==> config.mk <==
export PLATFORM = sky130hd
export DESIGN_NAME = mem_req_unit
export DESIGN_NICKNAME = d
export VERILOG_FILES = /design/src/rtl/mem_req_unit.sv
export SDC_FILE = /design/constraint.sdc
export NUM_CORES = 1
export LEC_CHECK = 0
export ABC_AREA = 1
export BUFFER_PORTS_ARGS = -buffer_cell sky130_fd_sc_hd__buf_2
export CAP_MARGIN = 30
export CELL_PAD_IN_SITES_DETAIL_PLACEMENT = 0
export CELL_PAD_IN_SITES_GLOBAL_PLACEMENT = 2
export CORE_ASPECT_RATIO = 0.7
export CORE_MARGIN = 2
export CORE_UTILIZATION = 25
export CTS_BUF_LIST = sky130_fd_sc_hd__clkbuf_16
export CTS_CLUSTER_DIAMETER = 80
export CTS_CLUSTER_SIZE = 16
export DETAILED_ROUTE_END_ITERATION = 7
export PLACE_DENSITY_LB_ADDON = 0.1
export REMOVE_ABC_BUFFERS = 1
export SYNTH_ARGS = -nofsm -noshare
export SYNTH_HDL_FRONTEND = slang
export SYNTH_SLANG_ARGS = --single-unit
==> constraint.sdc <==
create_clock -name clk -period 2.6 [get_ports clk]
set_input_delay 0.26 -clock clk [delete_from_list [all_inputs] [get_ports clk]]
set_output_delay 0.26 -clock clk [all_outputs]
set_load 0.005 [all_outputs]
==> src/rtl/mem_req_unit.sv <==
// MEM-stage load/store initiator: req/gnt/rvalid handshake towards data memory.
// Optional MEM_TRACE_EN prints completed stores. Ops: wd=0 hf=1 bt=2 uhf=3 ubt=4.
module mem_req_unit #(
    parameter logic [31:0] ADDR_MASK = 32'h0000_3FFF,
    parameter logic [7:0]  TO_CYC    = 8'd255
) (
    input  logic        clk,
    input  logic        rst_n,
    input  logic        req_i,
    input  logic        we_i,
    input  logic [2:0]  op_i,
    input  logic [31:0] addr_i,
    input  logic [31:0] wdata_i,
    input  logic [31:0] pc_i,
    output logic        stall_o,
    output logic        done_o,
    output logic [31:0] rdata_o,
    output logic        misalign_o,
    output logic        timeout_o,
    output logic        mem_req_o,
    output logic        mem_we_o,
    output logic [31:0] mem_addr_o,
    output logic [3:0]  mem_be_o,
    output logic [31:0] mem_wdata_o,
    input  logic        mem_gnt_i,
    input  logic        mem_rvalid_i,
    input  logic [31:0] mem_rdata_i
);

    localparam logic [2:0] OP_HF  = 3'd1;
    localparam logic [2:0] OP_BT  = 3'd2;
    localparam logic [2:0] OP_UHF = 3'd3;
    localparam logic [2:0] OP_UBT = 3'd4;

    typedef enum logic [1:0] {IDLE, REQ, RESP, DONE} state_t;

    state_t      state, state_nxt;
    logic        take, tmo;
    logic        we_q, mis_q, to_q;
    logic [2:0]  op_q;
    logic [1:0]  off_q;
    logic [31:2] addr_q;
    logic [3:0]  be_q;
    logic [31:0] wdata_q, rdata_q;
    logic [8:0]  cnt, cnt_inc;
    logic [3:0]  be_new;
    logic [31:0] wdata_new, lane, ext;
    logic        mis_new;

    always_comb begin
        be_new    = 4'b1111;
        wdata_new = wdata_i;
        mis_new   = |addr_i[1:0];
        case (op_i)
            OP_HF, OP_UHF: begin
                be_new    = 4'b0011 << {addr_i[1], 1'b0};
                wdata_new = {2{wdata_i[15:0]}};
                mis_new   = addr_i[0];
            end
            OP_BT, OP_UBT: begin
                be_new    = 4'b0001 << addr_i[1:0];
                wdata_new = {4{wdata_i[7:0]}};
                mis_new   = 1'b0;
            end
            default: ;
        endcase
    end

    assign lane = mem_rdata_i >> {off_q, 3'b000};

    always_comb begin
        case (op_q)
            OP_HF:   ext = {{16{lane[15]}}, lane[15:0]};
            OP_BT:   ext = {{24{lane[7]}}, lane[7:0]};
            OP_UHF:  ext = {16'h0000, lane[15:0]};
            OP_UBT:  ext = {24'h000000, lane[7:0]};
            default: ext = lane;
        endcase
    end

    // Counter is one bit wider than TO_CYC so a grant on the expiry edge cannot wrap it.
    assign cnt_inc = cnt + 9'd1;

    always_comb begin
        state_nxt = state;
        take      = 1'b0;
        tmo       = 1'b0;
        case (state)
            IDLE: if (req_i) state_nxt = mis_new ? DONE : REQ;
            REQ: begin
                if (mem_gnt_i && mem_rvalid_i) begin
                    state_nxt = DONE;
                    take      = 1'b1;
                end else if (mem_gnt_i) begin
                    state_nxt = RESP;
                end else if (cnt_inc >= {1'b0, TO_CYC}) begin
                    state_nxt = DONE;
                    tmo       = 1'b1;
                end
            end
            RESP: begin
                if (mem_rvalid_i) begin
                    state_nxt = DONE;
                    take      = 1'b1;
                end else if (cnt_inc >= {1'b0, TO_CYC}) begin
                    state_nxt = DONE;
                    tmo       = 1'b1;
                end
            end
            DONE:    state_nxt = IDLE;
            default: state_nxt = IDLE;
        endcase
    end

    always_ff @(posedge clk or negedge rst_n) begin
        if (!rst_n) state <= IDLE;
        else        state <= state_nxt;
    end

    always_ff @(posedge clk or negedge rst_n) begin
        if (!rst_n) begin
            we_q    <= 1'b0;
            mis_q   <= 1'b0;
            to_q    <= 1'b0;
            op_q    <= '0;
            off_q   <= '0;
            addr_q  <= '0;
            be_q    <= '0;
            wdata_q <= '0;
            rdata_q <= '0;
            cnt     <= '0;
        end else begin
            case (state)
                IDLE: if (req_i) begin
                    // Misaligned accesses never reach memory, so their payload stays zero.
                    we_q    <= we_i & ~mis_new;
                    mis_q   <= mis_new;
                    to_q    <= 1'b0;
                    op_q    <= op_i;
                    off_q   <= addr_i[1:0];
                    addr_q  <= mis_new ? '0 : (addr_i[31:2] & ADDR_MASK[31:2]);
                    be_q    <= mis_new ? '0 : be_new;
                    wdata_q <= mis_new ? '0 : wdata_new;
                    rdata_q <= '0;
                    cnt     <= '0;
                end
                REQ, RESP: begin
                    cnt <= cnt_inc;
                    if (take) rdata_q <= we_q ? '0 : ext;
                    if (tmo)  to_q    <= 1'b1;
                end
                DONE: begin
                    we_q    <= 1'b0;
                    mis_q   <= 1'b0;
                    to_q    <= 1'b0;
                    addr_q  <= '0;
                    be_q    <= '0;
                    wdata_q <= '0;
                    rdata_q <= '0;
                    cnt     <= '0;
                end
                default: ;
            endcase
        end
    end

    assign done_o      = (state == DONE);
    assign stall_o     = req_i & ~done_o;
    assign misalign_o  = done_o & mis_q;
    assign timeout_o   = done_o & to_q;
    assign rdata_o     = rdata_q;
    assign mem_req_o   = (state == REQ);
    assign mem_we_o    = we_q;
    assign mem_addr_o  = {addr_q, 2'b00};
    assign mem_be_o    = be_q;
    assign mem_wdata_o = wdata_q;

`ifdef MEM_TRACE_EN
    logic [31:0] pc_q;
    logic [31:0] trace_wdata;

    always_ff @(posedge clk or negedge rst_n) begin
        if (!rst_n)                      pc_q <= '0;
        else if (state == IDLE && req_i) pc_q <= pc_i;
    end

    always_comb begin
        trace_wdata = '0;
        for (int unsigned i = 0; i < 4; i++)
            if (be_q[i]) trace_wdata[8*i +: 8] = wdata_q[8*i +: 8];
    end

    always_ff @(posedge clk) begin
        if (done_o && we_q && !mis_q && !to_q)
            $display("@%h: *%h <= %h", pc_q, mem_addr_o, trace_wdata);
    end
`else
    logic unused_pc;
    assign unused_pc = ^pc_i;
`endif

endmodule
# ---- Word-level counts from Yosys, hierarchy flattened
# Index checks and enable logic that the tools add are counted.
dict set report totals {
  ff_bits 117
  output_inout_bits 106
}
dict set report op_classes {
  addsub 1
  n_lt_le_gt_ge 1
  n_eq_ne 14
  n_shift 3
  n_mux 41
  bitwise 6
  n_reduce_logical 11
}
# op count
set ops {}
lappend ops {{32-bit 2-to-1 mux} 5}
lappend ops {{32-bit one-hot mux with 2 select lines} 2}
lappend ops {{32-bit one-hot mux with 4 select lines} 1}
lappend ops {{32-bit one-hot mux with 3 select lines} 1}
lappend ops {{30-bit one-hot mux with 2 select lines} 1}
lappend ops {{32-bit by 5-bit right shift with 32-bit output} 1}
lappend ops {{30-bit 2-to-1 mux} 1}
lappend ops {{9-bit one-hot mux with 3 select lines} 1}
lappend ops {{4-bit one-hot mux with 2 select lines} 2}
lappend ops {{3-bit by 2-bit equality test with 1-bit output, second input constant} 4}
lappend ops {{12-bit 2-to-1 mux} 1}
lappend ops {{2-bit 2-to-1 mux} 6}
lappend ops {{1-bit 2-to-1 mux} 10}
lappend ops {{1-bit one-hot mux with 2 select lines} 5}
lappend ops {{9-bit by 1-bit adder with 9-bit output, second input constant} 1}
lappend ops {{9-bit by 8-bit >= comparator with 1-bit output, second input constant} 1}
lappend ops {{9-bit 2-to-1 mux} 1}
lappend ops {{4-bit 2-to-1 mux} 2}
lappend ops {{2-bit one-hot mux with 4 select lines} 1}
lappend ops {{2-bit AND reduction} 4}
lappend ops {{2-bit OR reduction} 4}
lappend ops {{3-bit by 1-bit equality test with 1-bit output, second input constant} 2}
lappend ops {{3-bit equality test, second input constant} 2}
lappend ops {{2-bit inequality test, second input constant} 3}
lappend ops {{other kinds (10)} 15}

# ---- Longest topological paths before layout
dict set report depth {
  depth_word 8
  mapped_depth 13
  mapped_depth_nobuf 13
}

# ---- Worst setup path after synthesis
# OpenSTA, ideal clock, no wires.
dict set report synth_timing {
  path_kind {reg-to-reg}
  from {register state[0]}
  to {register rdata_q[22] (netlist: rdata_o[22])}
  arrival_ps 1755
  required_ps 2523
  path_slack_ps 768
  path_stages_with_launch 9
  synth_period_minus_slack_ps 1832
  path_cell_list {dfrtp_1 inv_1 ha_1 clkbuf_1 nand2_1 nor2_4 buf_2 nand3_2 o21ai_1}
}
dict set report synth_via {
  elab_chain_len 4
  word_cells_on_any_way 10
  classes_between {eq/ne (5); mux (2); reduce/logical (3)}
}
# item line_no
set synth_lines {}
lappend synth_lines {{start: declaration} 37} ;# state_t state, state_nxt;
lappend synth_lines {{start signal: assignment} 117} ;# else state <= state_nxt;
lappend synth_lines {{2-bit equality test / 2-bit by 1-bit equality test with 1-bit output (equally long branches)} {88, 133}}
lappend synth_lines {{1-bit one-hot mux with 2 select lines / 2-bit OR reduction (equally long branches)} {88, 133}}
lappend synth_lines {{2-bit inequality test (no line)} n/a}
lappend synth_lines {{2-bit AND reduction (no line)} n/a}
lappend synth_lines {{end signal: assignment} 149} ;# if (take) rdata_q <= we_q ? '0 : ext;
lappend synth_lines {{end: declaration} 44} ;# logic [31:0] wdata_q, rdata_q;
# Several ways; a longest one is shown, not always the timed one.
# A chain may end at the register's enable or synchronous reset.

# ---- Final worst setup path
dict set report layout_timing {
  from {register state[0]}
  to {register rdata_q[4] (netlist: rdata_o[4])}
}
# Same word-level chain as after synthesis.

==> out/metrics.yaml <==
timing:
  slew_violations: 0
  finalCritPeriodShare_pct: 86.4
  rsz0062_at_grt: "no"
  final_hold_viol_count: 0
  holdWs_ns: 0.120
  finClkSkew_ns: 0.0120
  tightest_slew_ns: 0.927
  setup_viol: 0
  post-route-min-period_ns: 2.25
  slew_headroom_pct: 38.2
  fmax_mhz: 445
pwr:
  switchingPower_mw: 3.34
  finalPower_mw: 7.54
  powerDensity_nw_per_um2: 1110
  seqPwrFrac_pct: 32.8
  leakage_nw: 3.47
  comb_power_share_pct: 49.2
  p_sw_share_pct: 44.3
  clkPwrFrac_pct: 18.0
  p_int_mw: 4.20
  ir_drop_mv: 0.387
place:
  gp_congestion: 0.789
  placed_area_um2: 6490
  placement.io_buffers: 172
  dp_hpwl_um: 13100
route:
  drt-initial-drc-count: 284
  drt_wl_total_um: 18200
  wire_per_inst_um: 16.2
  drc: 0
  ant_nets: 0
  vias_per_cell: 4.64
  vias: 5192
  first_pass_iters: 6
floorplan:
  start_util_pct: 25.7
  coreArea_um2: 20900
  die_w_um: 179
  rows: 44
  io_pins: 243
  die-area_um2: 22700
  die_y_um: 127
worst_hold_path:
  min_path_type: "primary input to flip-flop"
  hold_end: "addr_q[9]"
  holdPathStages: 2
  hp-start: "addr_i[9]"
synthesis:
  yosys.area.top_type_share_pct: 46.1
  synth_area_leaders: "dfrtp_1 (46%), nand2_1 (6.6%), nand3_1 (6.1%), o21ai_1 (5.5%), inv_1 (5.1%)"
  avgSynthCellArea_um2: 7.95
  synth.distinct_cells: 34
  syn-cell-area_um2: 5370
  synth-seq-cells: 99
  postSynthCellCount: 676
  yosys.area.top_type: "dfrtp_1"
  synth_warnings: 0
  yosysSeqAreaShare_pct: 46.1
clock_network:
  clock-root-buffer: "clkbuf_16"
  cts.sinks: 99
  cts_buffers: 9
  clkLatencyLatePin_ns: 0.35
  cts-resized-gates: 0
  cts_tree: "built"
  ctsHtreeMaxLevel: 3
  clk_pin_slew_worst_paths_ns: 0.07
  post-cts-setup-buffers: 0
  clock_path_buffers: 2
critical_path:
  r2r-start: "state[0]"
  path_delay_family: "compound AO/OA/AOI/OAI gates"
  max_stage_delay_ns: 0.72
  setup.worst_path.class: "flip-flop to flip-flop"
  crit_path_start_kind: "flip-flop"
  cp_max_fo: 22
  critical_path.cell_chain: "inv_1, ha_1, inv_2, nor2_4, o21ai_2, buf_4, nor2_1, a21oi_1"
  rrSetupSlack_ns: 0.35
  required_ns: 2.87
  crit_arrival_ns: 2.52
  r2r_cells: 8
  cp-end-kind: "flip-flop"
  crit_slowest_cell: "o21ai_2"
  critPathBufInv: 3
  regToRegEndpoint: "rdata_o[4]"
final_layout:
  fillCellCount: 2279
  layout-drive-gt1-share_pct: 28.0
  syn_to_final_growth_pct: 26.2
  utilization_pct: 32.4
  final_nets: 982
  design_area_um2: 6780
grt:
  grt_first_pass_wirelength_um: 28700
  grt_max_degree: 62
  grt_antenna_before_repair: 1
  grt_pass1_vias: 5159
  grt_use_total_pct: 16.3
  grt-ovfl-total: 0
run_status:
  status: "finished, final reports clean"
flow_run:
  cap_violations: 0
## synth_stat cells (all sizes together)
cell    number
nand2       98
o21bai       1
clkbuf      23
a32o        12
dfrtp       99
nor2        57
clkinv       1
o211ai       1
inv         82
conb         1
a21oi       52
nand3       75
o21a         1
or2          1
o21ai      103
nand4        8
o31ai        7
o22ai       11
a31oi        1
buf         34
ha           6
xor2         1
a22o         1
## cell type report
cell class / count / area (um2) / share of cell area [%]
clock buffers: 9 / 225 / 3.32
well taps: 276 / 345 / 5.09
clock inverters: 6 / 58.8 / 0.867
flip-flops and latches: 99 / 2480 / 36.5
diodes: 1 / 2.50 / 0.0369
inverters: 83 / 312 / 4.59
repair buffers: 190 / 1030 / 15.1
multi-input cells: 456 / 2340 / 34.5
## power by group through the flow
stage,Combinational [mW],Sequential (mW),Clock [mW]
2_1_floorplan,1.97,2.58,0
3_3_place_gp,3.71,2.48,0
3_5_place_dp,3.74,2.50,0
4_1_cts,3.76,2.49,1.40
5_1_grt,4.19,2.57,1.47
6_report,3.71,2.48,1.36
## metrics by stage
step	setup TNS, ns	setup slack, ns	std cells
after floorplan	-4.12	-0.157	638
after global placement	0	0.393	1103
after detailed placement	0	0.319	1103
after CTS	0	0.319	1119
after global routing	0	0.137	1119
final	0	0.355	1120
## cell families (layout without fill, tap and decap cells)
group | Yosys count | in the layout | share of synthesized area [%]
AO/OA/AOI/OAI | 190 | 190 | 19.9
AND/OR/NAND/NOR | 239 | 239 | 20.4
adder cells (fa/ha/maj) | 6 | 6 | 1.40
buffers and inverters | 140 | 288 | 11.9
flip-flops | 99 | 99 | 46.1
XOR/XNOR | 1 | 1 | 0.163
other | 1 | 21 | 0.0698
## worst max-delay path by stage
| stage | start | end | slack, ns | depth (start not counted) |
|---|---|---|---|---|
| after global routing | state[1] | rdata_o[4] | 0.14 | 10 |
| after global placement | state[1] | rdata_o[4] | 0.39 | 8 |
| after floorplan | state[0] | addr_q[10] | -0.16 | 7 |
| final | state[0] | rdata_o[4] | 0.35 | 8 |
| after detailed placement | state[0] | rdata_o[4] | 0.32 | 8 |
| after CTS | state[0] | rdata_o[4] | 0.32 | 8 |
## layer usage
layer,GRT usage [%],up-vias,share of wire [%]
li1,-,2545,-
met1,23.8,2478,49
met2,23.8,151,43
met3,4.83,18,7.1
met4,3.70,0,1.1
met5,0,-,0
## cells in the final DEF (no fill, tap or decap), types with 2 or more instances in the layout
cell       count
nor2_4         3
ha_1           6
nand4_1        8
nor2_2         2
o22ai_1       11
a21oi_1       52
conb_1        20
nand3_2       10
o21ai_2        4
buf_12         2
a32o_1        12
nor2_1        52
nand3_1       65
buf_2        171
clkbuf_16      9
inv_2          9
buf_4         16
inv_1         75
o31ai_1        7
nand2_1       93
nand2_2        5
dfrtp_1       99
o21ai_0       41
o21ai_1       58
## worst register-to-register path: stages, from the launching register on
cell	delay (ns)
dfrtp_1	0.42
inv_1	0.08
ha_1	0.23
inv_2	0.11
nor2_4	0.07
o21ai_2	0.72
buf_4	0.34
nor2_1	0.06
a21oi_1	0.14
## repair_timing
item | CTS | global route
hold buffers | 1 | 0
hold endpoints to repair | 35 | 0
setup endpoints to repair | 0 | 0
## state kept, by name, summed over array words and instances, names as in the netlist
register,count
op_q,3
rdata_o,32
state,2
mem_be_o,4
off_q,2
addr_q,12
mem_wdata_o,32
mis_q,1
mem_we_o,1
cnt,9
to_q,1
Note: power is estimated with default switching activity, not from simulation.
